--- src/rtl/vdp_pkg.sv ---
// Shared types, constants and scroll helpers for the mode-4 background renderer.
package vdp_pkg;

    localparam int unsigned SCREEN_W = 256;
    localparam int unsigned SCREEN_H = 192;
    localparam int unsigned BG_H     = 224;
    localparam logic [9:0]  NO_PIXEL = 10'h100;

    typedef struct packed {
        logic [2:0] rsvd;
        logic       pri;
        logic       pal;
        logic       vflip;
        logic       hflip;
        logic [8:0] tile;
    } name_entry_t;

    typedef enum logic [2:0] {
        ST_IDLE,
        ST_NAME_LO,
        ST_NAME_HI,
        ST_PAT,
        ST_PIXEL
    } bg_state_t;

    // Background x for screen x; the top 16 lines may be pinned unscrolled.
    function automatic logic [7:0] bg_x(input logic [7:0] x, input logic [7:0] hscroll,
                                        input logic hinhib, input logic [8:0] line);
        if (hinhib && (line < 9'd16)) return x;
        return x - hscroll;
    endfunction

    // Background y, wrapped into the 224-line map; right 64 columns may be pinned.
    function automatic logic [7:0] bg_y(input logic [7:0] x, input logic [7:0] line,
                                        input logic [7:0] vscroll, input logic vinhib);
        logic [8:0] sum;
        if (vinhib && (x >= 8'd192)) return line;
        sum = 9'(line) + 9'(vscroll);
        if (sum >= 9'(BG_H)) sum = sum - 9'(BG_H);
        if (sum >= 9'(BG_H)) sum = sum - 9'(BG_H);
        return sum[7:0];
    endfunction

endpackage

--- src/rtl/bg_line_buffer.sv ---
// Double 256x5 line buffer: fetch side writes one line while display reads the other.
module bg_line_buffer
    import vdp_pkg::*;
(
    input  logic       clk,
    input  logic       i_rst_n,
    input  logic       i_we,
    input  logic       i_wsel,
    input  logic [7:0] i_wx,
    input  logic [4:0] i_wdata,
    input  logic       i_rsel,
    input  logic [7:0] i_rx,
    output logic [4:0] o_rdata
);

    localparam int unsigned DEPTH = SCREEN_W;

    logic [4:0] r_mem0 [DEPTH];
    logic [4:0] r_mem1 [DEPTH];

    always_ff @(posedge clk) begin
        if (i_we) begin
            if (i_wsel) r_mem1[i_wx] <= i_wdata;
            else        r_mem0[i_wx] <= i_wdata;
        end
    end

    // Registered read port doubles as the CRAM address register.
    always_ff @(posedge clk) begin
        if (!i_rst_n) o_rdata <= 5'd0;
        else          o_rdata <= i_rsel ? r_mem1[i_rx] : r_mem0[i_rx];
    end

endmodule

--- src/rtl/vdp_bg_renderer.sv ---
// Mode-4 background renderer: prefetches each line from VRAM into a double
// line buffer and serves pixel requests through CRAM.
module vdp_bg_renderer
    import vdp_pkg::*;
#(
    parameter int unsigned VRAM_AW = 14
) (
    input  logic               clk,
    input  logic               btnCpuReset,
    input  logic [9:0]         row2vdp,
    input  logic [9:0]         col2vdp,
    input  logic [7:0]         hScrollVal,
    input  logic [7:0]         vScrollVal,
    input  logic               hSInhib,
    input  logic               vSInhib,
    input  logic [3:0]         nameBase,
    output logic               vramReq,
    output logic [VRAM_AW-1:0] vramAddr,
    input  logic               vramAck,
    input  logic [7:0]         vramData,
    output logic [4:0]         cramAddr,
    input  logic [5:0]         cramData,
    output logic [7:0]         pramOut,
    output logic               fetchOverrun
);

    bg_state_t   r_state;
    logic [8:0]  r_line;
    logic [8:0]  r_last_line;
    logic        r_last_valid;
    logic [7:0]  r_x;
    logic [1:0]  r_plane;
    name_entry_t r_entry;
    logic [7:0]  r_planes [4];
    logic [7:0]  r_hscroll;
    logic [7:0]  r_vscroll;
    logic        r_hinhib;
    logic        r_vinhib;
    logic [2:0]  r_name_base;
    logic        r_vis1;
    logic        r_vis2;

    logic [8:0]  w_target;
    logic [7:0]  w_nx;
    logic [7:0]  w_bgx;
    logic [7:0]  w_bgy;
    logic [7:0]  w_nbgx;
    logic [7:0]  w_nbgy;
    logic        w_tile_change;
    logic [2:0]  w_pat_row;
    logic [2:0]  w_bit_idx;
    logic [3:0]  w_colour;
    logic [12:0] w_name_addr;
    logic [13:0] w_pat_addr;
    logic        w_abort;
    logic        w_unused_bits;

    assign w_target = (row2vdp[8:0] == NO_PIXEL[8:0]) ? 9'd0 : row2vdp[8:0] + 9'd1;
    assign w_abort  = (r_state != ST_IDLE) && (w_target != r_line);

    // Current pixel and its successor, so a tile change is known one cycle ahead.
    assign w_nx   = r_x + 8'd1;
    assign w_bgx  = bg_x(r_x,  r_hscroll, r_hinhib, r_line);
    assign w_bgy  = bg_y(r_x,  r_line[7:0], r_vscroll, r_vinhib);
    assign w_nbgx = bg_x(w_nx, r_hscroll, r_hinhib, r_line);
    assign w_nbgy = bg_y(w_nx, r_line[7:0], r_vscroll, r_vinhib);
    assign w_tile_change = {w_bgx[7:3], w_bgy} != {w_nbgx[7:3], w_nbgy};

    assign w_name_addr = {r_name_base, w_bgy[7:3], w_bgx[7:3]};
    assign w_pat_row   = r_entry.vflip ? (3'd7 - w_bgy[2:0]) : w_bgy[2:0];
    assign w_pat_addr  = {r_entry.tile, w_pat_row, r_plane};
    assign w_bit_idx   = r_entry.hflip ? w_bgx[2:0] : (3'd7 - w_bgx[2:0]);
    assign w_colour    = {r_planes[3][w_bit_idx], r_planes[2][w_bit_idx],
                          r_planes[1][w_bit_idx], r_planes[0][w_bit_idx]};

    assign w_unused_bits = ^{row2vdp[9], nameBase[0], r_entry.pri, r_entry.rsvd};

    always_ff @(posedge clk) begin
        if (!btnCpuReset) begin
            r_state      <= ST_IDLE;
            vramReq      <= 1'b0;
            vramAddr     <= '0;
            fetchOverrun <= 1'b0;
            r_line       <= 9'd0;
            r_last_line  <= 9'd0;
            r_last_valid <= 1'b0;
            r_x          <= 8'd0;
            r_plane      <= 2'd0;
            r_entry      <= '0;
            r_hscroll    <= 8'd0;
            r_vscroll    <= 8'd0;
            r_hinhib     <= 1'b0;
            r_vinhib     <= 1'b0;
            r_name_base  <= 3'd0;
        end else begin
            fetchOverrun <= 1'b0;
            if (w_abort) begin
                fetchOverrun <= 1'b1;
                vramReq      <= 1'b0;
                vramAddr     <= '0;
                r_plane      <= 2'd0;
                r_state      <= ST_IDLE;
            end else begin
                case (r_state)
                    ST_IDLE: begin
                        if ((w_target != 9'(SCREEN_H)) &&
                            (!r_last_valid || (w_target != r_last_line))) begin
                            r_line      <= w_target;
                            r_x         <= 8'd0;
                            r_plane     <= 2'd0;
                            r_hscroll   <= hScrollVal;
                            r_vscroll   <= vScrollVal;
                            r_hinhib    <= hSInhib;
                            r_vinhib    <= vSInhib;
                            r_name_base <= nameBase[3:1];
                            r_state     <= ST_NAME_LO;
                        end
                    end
                    ST_NAME_LO: begin
                        if (!vramReq) begin
                            vramReq  <= 1'b1;
                            vramAddr <= VRAM_AW'({w_name_addr, 1'b0});
                        end else if (vramAck) begin
                            r_entry[7:0] <= vramData;
                            vramReq      <= 1'b0;
                            vramAddr     <= '0;
                            r_state      <= ST_NAME_HI;
                        end
                    end
                    ST_NAME_HI: begin
                        if (!vramReq) begin
                            vramReq  <= 1'b1;
                            vramAddr <= VRAM_AW'({w_name_addr, 1'b1});
                        end else if (vramAck) begin
                            r_entry[15:8] <= vramData;
                            vramReq       <= 1'b0;
                            vramAddr      <= '0;
                            r_plane       <= 2'd0;
                            r_state       <= ST_PAT;
                        end
                    end
                    ST_PAT: begin
                        if (!vramReq) begin
                            vramReq  <= 1'b1;
                            vramAddr <= VRAM_AW'(w_pat_addr);
                        end else if (vramAck) begin
                            r_planes[r_plane] <= vramData;
                            r_plane           <= r_plane + 2'd1;
                            vramReq           <= 1'b0;
                            vramAddr          <= '0;
                            if (r_plane == 2'd3) r_state <= ST_PIXEL;
                        end
                    end
                    ST_PIXEL: begin
                        r_x <= w_nx;
                        if (r_x == 8'(SCREEN_W - 1)) begin
                            r_last_line  <= r_line;
                            r_last_valid <= 1'b1;
                            r_state      <= ST_IDLE;
                        end else if (w_tile_change) begin
                            r_state <= ST_NAME_LO;
                        end
                    end
                    default: r_state <= ST_IDLE;
                endcase
            end
        end
    end

    bg_line_buffer u_line_buf (
        .clk     (clk),
        .i_rst_n (btnCpuReset),
        .i_we    (r_state == ST_PIXEL),
        .i_wsel  (r_line[0]),
        .i_wx    (r_x),
        .i_wdata ({r_entry.pal, w_colour}),
        .i_rsel  (row2vdp[0]),
        .i_rx    (col2vdp[7:0]),
        .o_rdata (cramAddr)
    );

    // Visibility follows the buffer read and CRAM read stages.
    always_ff @(posedge clk) begin
        if (!btnCpuReset) begin
            r_vis1 <= 1'b0;
            r_vis2 <= 1'b0;
        end else begin
            r_vis1 <= (row2vdp[8:0] != NO_PIXEL[8:0]) && (col2vdp != NO_PIXEL);
            r_vis2 <= r_vis1;
        end
    end

    assign pramOut = r_vis2 ? {2'b00, cramData} : 8'h00;

endmodule

--- config.mk ---
export PLATFORM = sky130hd
export DESIGN_NAME = vdp_bg_renderer
export DESIGN_NICKNAME = d
export VERILOG_FILES = /design/src/rtl/vdp_pkg.sv /design/src/rtl/bg_line_buffer.sv /design/src/rtl/vdp_bg_renderer.sv
export SDC_FILE = /design/constraint.sdc
export NUM_CORES = 2
export LEC_CHECK = 0
export CAP_MARGIN = 20
export CORE_MARGIN = 10
export CORE_UTILIZATION = 65
export CTS_CLUSTER_SIZE = 28
export DETAILED_ROUTE_END_ITERATION = 10
export GPL_ROUTABILITY_DRIVEN = 0
export PLACE_DENSITY = 0.79
export RECOVER_POWER = 25
export SLEW_MARGIN = 25
export SYNTH_ARGS = -nofsm -noshare
export SYNTH_HDL_FRONTEND = slang
export SYNTH_HIERARCHICAL = 1
export SYNTH_SLANG_ARGS = --single-unit
--- constraint.sdc ---
create_clock -name clk -period 19.8 [get_ports clk]
set_input_delay 2.97 -clock clk [delete_from_list [all_inputs] [get_ports clk]]
set_output_delay 2.97 -clock clk [all_outputs]
set_load 0.01 [all_outputs]
---- Word-level counts from Yosys, hierarchy flattened ----
Memories as Yosys holds them, arrays and structs flattened.
Cells that the tools add are included.
storage, ports and cells
  output and inout bits ................... 29
  logic and storage cells ................. 157
  bits in registers ....................... 88
  bits in writable memories ............... 2592
  bits of input ports ..................... 59
  memories kept ........................... 3
memories
  memory             depth  bits a word  rd ports  clocked after memory_dff  write ports  RTL line               text
  u_line_buf.r_mem0  256    5            1         0                         1            bg_line_buffer.sv:18   logic [4:0] r_mem0 [DEPTH];
  u_line_buf.r_mem1  256    5            1         0                         1            bg_line_buffer.sv:19   logic [4:0] r_mem1 [DEPTH];
  r_planes           4      8            4         0                         1            vdp_bg_renderer.sv:34  logic [7:0] r_planes [4];
operators by class
  add/subtract/negate cells ............... 11
  bitwise logic cells ..................... 2
  reductions and logical operators ........ 22
  muxes and demuxes ....................... 68
  $lt $le $gt $ge ......................... 7
  equal/unequal tests ..................... 22
operators with widths
  cell                 number
  $mux 8               11
  $mux 14              4
  $pmux 14 s3          1
  $mux 3               12
  $mux 9               4
  $ge 9x8->1 const B   3
  $mux 1               22
  $ne 9x9->1           2
  $ge 8x8->1 const B   2
  $ne 2x2->1 const B   8
  $pmux 8 s2           1
  $sub 8x8->8          2
  $sub 8x8->8 const B  2
  $pmux 3 s5           1
  $ne 13x13->1         1
  $bmux 1 s3           4
  $mux 2               5
  $ne 10x9->1 const B  1
  $add 8x8->9          1
  $add 9x1->9 const B  1
  $eq 9x9->1 const B   1
  $lt 9x5->1 const B   1
  $ne 9x8->1 const B   1
  $ne 9x9->1 const B   1
  other kinds (27)     40

---- Logic depth before layout (Yosys ltp) ----
  word-level depth ........................ 12
  gate-level depth with buffers ........... 19

---- By module ----
The synthesis kept the hierarchy.
by module, submodules not included
  module           cells each  instances  area an instance (um2)
  bg_line_buffer   5040        1          101691.3
  vdp_bg_renderer  747         1          7008.0

---- Worst setup path before layout ----
OpenSTA, ideal clock, no wires.
  path type ............................... register to register
  start point ............................. reg r_entry[11] (netlist bit)
  end point ............................... mem u_line_buf.r_mem0[0][4], data pin
  path slack .............................. 11.777 ns
  path buffers ............................ 0
  arrival ................................. 6.514 ns
  period minus slack after synthesis ...... 8.023 ns
  cell stages (with the launch flop) ...... 1
  library setup time ...................... 1.509 ns
  path through ............................ dfxtp_1
RTL lines
  what             RTL line               text
  start, declared  vdp_bg_renderer.sv:33  name_entry_t r_entry;
  end, declared    bg_line_buffer.sv:18
No word-level cell before the write port.

---- Worst setup path after layout ----
  start point ............................. reg r_entry[11] (netlist bit)
  end point ............................... mem u_line_buf.r_mem1[18][4], data pin
RTL lines
  what           RTL line
  end, declared  bg_line_buffer.sv:19
No word-level cell before the write port.

==> impl_metrics.tcl <==
set metrics [dict create \
    die_area_sq_um 184000 \
    syn_avg_cell_area_sq_um 18.8 \
    fin_nets 5988 \
    fin_crit_sh 0.514 \
    antenna_found_initial 4 \
    routed_wl_um 267000 \
    crit_buf_inv 3 \
    grt_pass1_wl_um 393000 \
    routed_wire_length_per_instance_um 32.2 \
    leakage_nw 39.0 \
    io_pins 88 \
    yosys_warnings 6 \
    finalClockSkew_ns 0.0657 \
    viasPerCell 7.06 \
    syn2layout_area_growth_pct 9.60 \
    power.density_nw_per_um2 107 \
    slew_viol_final 749 \
    crit_required_ns 20.38 \
    core_sq_um 167000 \
    postSynthCellCount 5787 \
    worstSetupEndpointType "flip-flop" \
    max-clock-path-buffers 4 \
    setup_viol 0 \
    critPathKind "reg -> reg" \
    synth_top_area_frac 0.716 \
    postCtsSetupBuffers 0 \
    max_stage_delay_ns 5.47 \
    synthArstFlopShare 0 \
    die_x_um 429 \
    hold_viol 0 \
    critPathTopFamily "buffers and inverters" \
    dr.pass1.iters 9 \
    h-tree-depth 5 \
    drcViolationCount 0 \
    drtIter0Drc 8260 \
    clk_pin_slew_ns 0.06 \
    grt_pass1_vias 58800 \
    crit_top_cell "clkbuf_1" \
    clkLatencyLatePin_ns 0.94 \
    worstPathArrival_ns 10.75 \
    violations "capacitance limit, slew limit" \
    outcome "finished with violations" \
    synth_ff_type "edfxtp_1" \
    cts_made_buffers 274 \
    ys_seq_elements 2680 \
    tightest_slew_ns 7.69 \
    crit_fanout 165 \
    synth-edff-count 2592 \
    synth.distinct_cells 103 \
    final_util 0.715 \
    synth.largest_area_cell "edfxtp_1" \
    root_buffer "clkbuf_16" \
    synth.top_cells.by_area "edfxtp_1, mux4_2, mux2i_1" \
    syn-cell-area_sq_um 109000 \
    max_slew_margin -4.12 \
    ant_nets 0 \
    cts_tree "built" \
    path_cells "clkbuf_1 -> clkbuf_1 -> buf_6" \
    fin_setup_tns_ns 0 \
    ir_drop_mv 0.124 \
    die_h_um 429 \
    clock-sinks 2680 \
    initial_core_util 0.652 \
    synth-seq-area-share 0.732 \
    rows 150 \
    period_minus_slack_ns 10.17 \
    fmax_ghz 0.0983 \
    min_path_type "reg -> reg" \
    grt_max_degree 226 \
    dp_hpwl_um 153000 \
    port_buffers 83 \
    drive_gt1_frac 0.169 \
    grt_overflow 0 \
    start_kind "flip-flop" \
    slowest_stage "clkbuf_1" \
    rsz0062_at_grt "no" \
    grt_use_total 0.287 \
    vias 58500 \
    cts_resized 0 \
    max-cap-violations 22 \
    cts_hold_buf 0 \
]
==> cells by family (layout without fill, tap and decap cells) <==
| group | Yosys count | count (layout) | share of synthesized area |
|---|---|---|---|
| other | 1 | 3 | 0.0000345 |
| buffers and inverters | 394 | 692 | 0.0236 |
| xor gates and xnor gates | 60 | 60 | 0.00503 |
| DFF | 2680 | 2680 | 0.732 |
| AOI/OAI and AO/OA | 605 | 605 | 0.0398 |
| and+or+nand+nor | 1112 | 1112 | 0.0468 |
| adders and majority gates | 33 | 33 | 0.00394 |
| muxes | 902 | 902 | 0.149 |
==> cells in the mapped netlist (7+ instances only) <==
| cell type | number |
|---|---|
| nor4_1 | 18 |
| or3_1 | 12 |
| clkbuf_8 | 7 |
| buf_8 | 17 |
| nor3b_1 | 8 |
| xor2_1 | 21 |
| a21oi_1 | 116 |
| edfxtp_1 | 2592 |
| clkbuf_1 | 182 |
| mux4_1 | 65 |
| o221ai_1 | 109 |
| and3_1 | 10 |
| mux2_2 | 46 |
| nand4_1 | 27 |
| o21a_1 | 11 |
| a21o_1 | 9 |
| a211oi_1 | 32 |
| or2_2 | 9 |
| o21ai_0 | 65 |
| nor2b_1 | 81 |
| o211ai_1 | 15 |
| buf_6 | 44 |
| dfxtp_1 | 88 |
| buf_1 | 10 |
| nand4b_1 | 7 |
| and2_1 | 30 |
| o22ai_1 | 74 |
| buf_4 | 29 |
| buf_2 | 58 |
| a22oi_1 | 61 |
| nand2_1 | 146 |
| a21boi_0 | 17 |
| mux4_2 | 480 |
| mux2i_1 | 311 |
| ha_1 | 31 |
| buf_12 | 19 |
| nor3_1 | 43 |
| inv_1 | 28 |
| nand2b_1 | 14 |
| nand3_1 | 67 |
| nor2_1 | 604 |
| a31oi_1 | 9 |
| xnor2_1 | 37 |
==> metrics by stage <==
stage / setup slack (ns) / hold WS, ns / power (W) / cell area (sq um) / std cells
6_report: 9.63 / 0.432 / 0.0128 / 119000 / 8291
3_3_place_gp: 11.27 / 0.416 / 0.00797 / 111000 / 7821
5_1_grt: 8.85 / 0.469 / 0.0131 / 119000 / 8290
4_1_cts: 12.18 / 0.435 / 0.0128 / 119000 / 8287
2_1_floorplan: 11.78 / 0.412 / 0.00769 / 109000 / 5788
3_5_place_dp: 11.28 / 0.422 / 0.00803 / 111000 / 7821
==> layout make-up <==
| class | instances | area, sq um |
|---|---|---|
| inverter | 28 | 109 |
| multi-input combinational | 2714 | 26700 |
| clock buffer | 342 | 7320 |
| sequential | 2680 | 79600 |
| clock inverter | 124 | 956 |
| tap | 2204 | 2760 |
| timing repair buffer | 198 | 1710 |
| fill | 9477 | 47500 |
| antenna | 1 | 2.50 |
==> registers in the layout (all words and copies together) (netlist names) <==
| signal | count |
|---|---|
| vramAddr | 14 |
| r_name_base | 3 |
| r_vis2 | 1 |
| r_last_valid | 1 |
| u_line_buf/o_rdata | 5 |
| r_last_line | 9 |
| r_entry | 12 |
| r_vinhib | 1 |
| r_vscroll | 8 |
| r_x | 8 |
| u_line_buf/r_mem0 | 1280 |
| r_hscroll | 8 |
| r_line | 9 |
| r_vis1 | 1 |
| fetchOverrun | 1 |
| r_planes | 32 |
| r_hinhib | 1 |
| vramReq | 1 |
| u_line_buf/r_mem1 | 1280 |
| r_plane | 2 |
| r_state | 3 |
==> cell usage in the layout (no fill, tap or decap), drive strengths merged, types with 11 or more instances in the layout <==
cell              n
bufinv           15
o221ai          111
nor2            604
buf              98
inv              31
o22ai            74
a22oi            61
or3              12
nand2           146
o211ai           16
a21boi           18
and2             33
clkinv           99
o21ai            69
clkdlybuf4s50    68
xnor2            38
mux4            545
and3             11
xor2             21
nor4             19
edfxtp         2592
nand4            27
nor2b            81
a211oi           34
nand2b           14
a21oi           117
ha               31
clkbuf          366
or2              12
mux2             46
nor3             44
o21a             11
mux2i           311
nand3            68
dfxtp            88
==> final timing paths <==
path                    start                  endpoint  slack, ns  cells past startpoint
setup / recovery  r_entry[11]  u_line_buf/r_mem1[18][4]       9.63                      3
hold / removal         r_vis1                    r_vis2       0.43                      1
setup reg to reg  r_entry[11]  u_line_buf/r_mem1[18][4]       9.63                      3
hold reg to reg        r_vis1                    r_vis2       0.43                      1
==> where the power goes <==
group	leakage [nW]	total [W]	switching (W)	internal (W)
Combinational	9.63	0.00119	0.000892	0.000295
Clock	4.05	0.00486	0.00205	0.00280
Sequential	25.4	0.00675	0.0000195	0.00673
Total	39.0	0.0128	0.00296	0.00983
==> per-layer routing <==
metal / up-vias / share of wire / GRT usage
li1: 23700 / - / -
met4: 6 / 0.046 / 0.118
met1: 29900 / 0.35 / 0.380
met2: 4143 / 0.49 / 0.463
met3: 730 / 0.12 / 0.0684
met5: - / 0.00013 / 0
No activity file was read; power rests on OpenSTA's default activity.
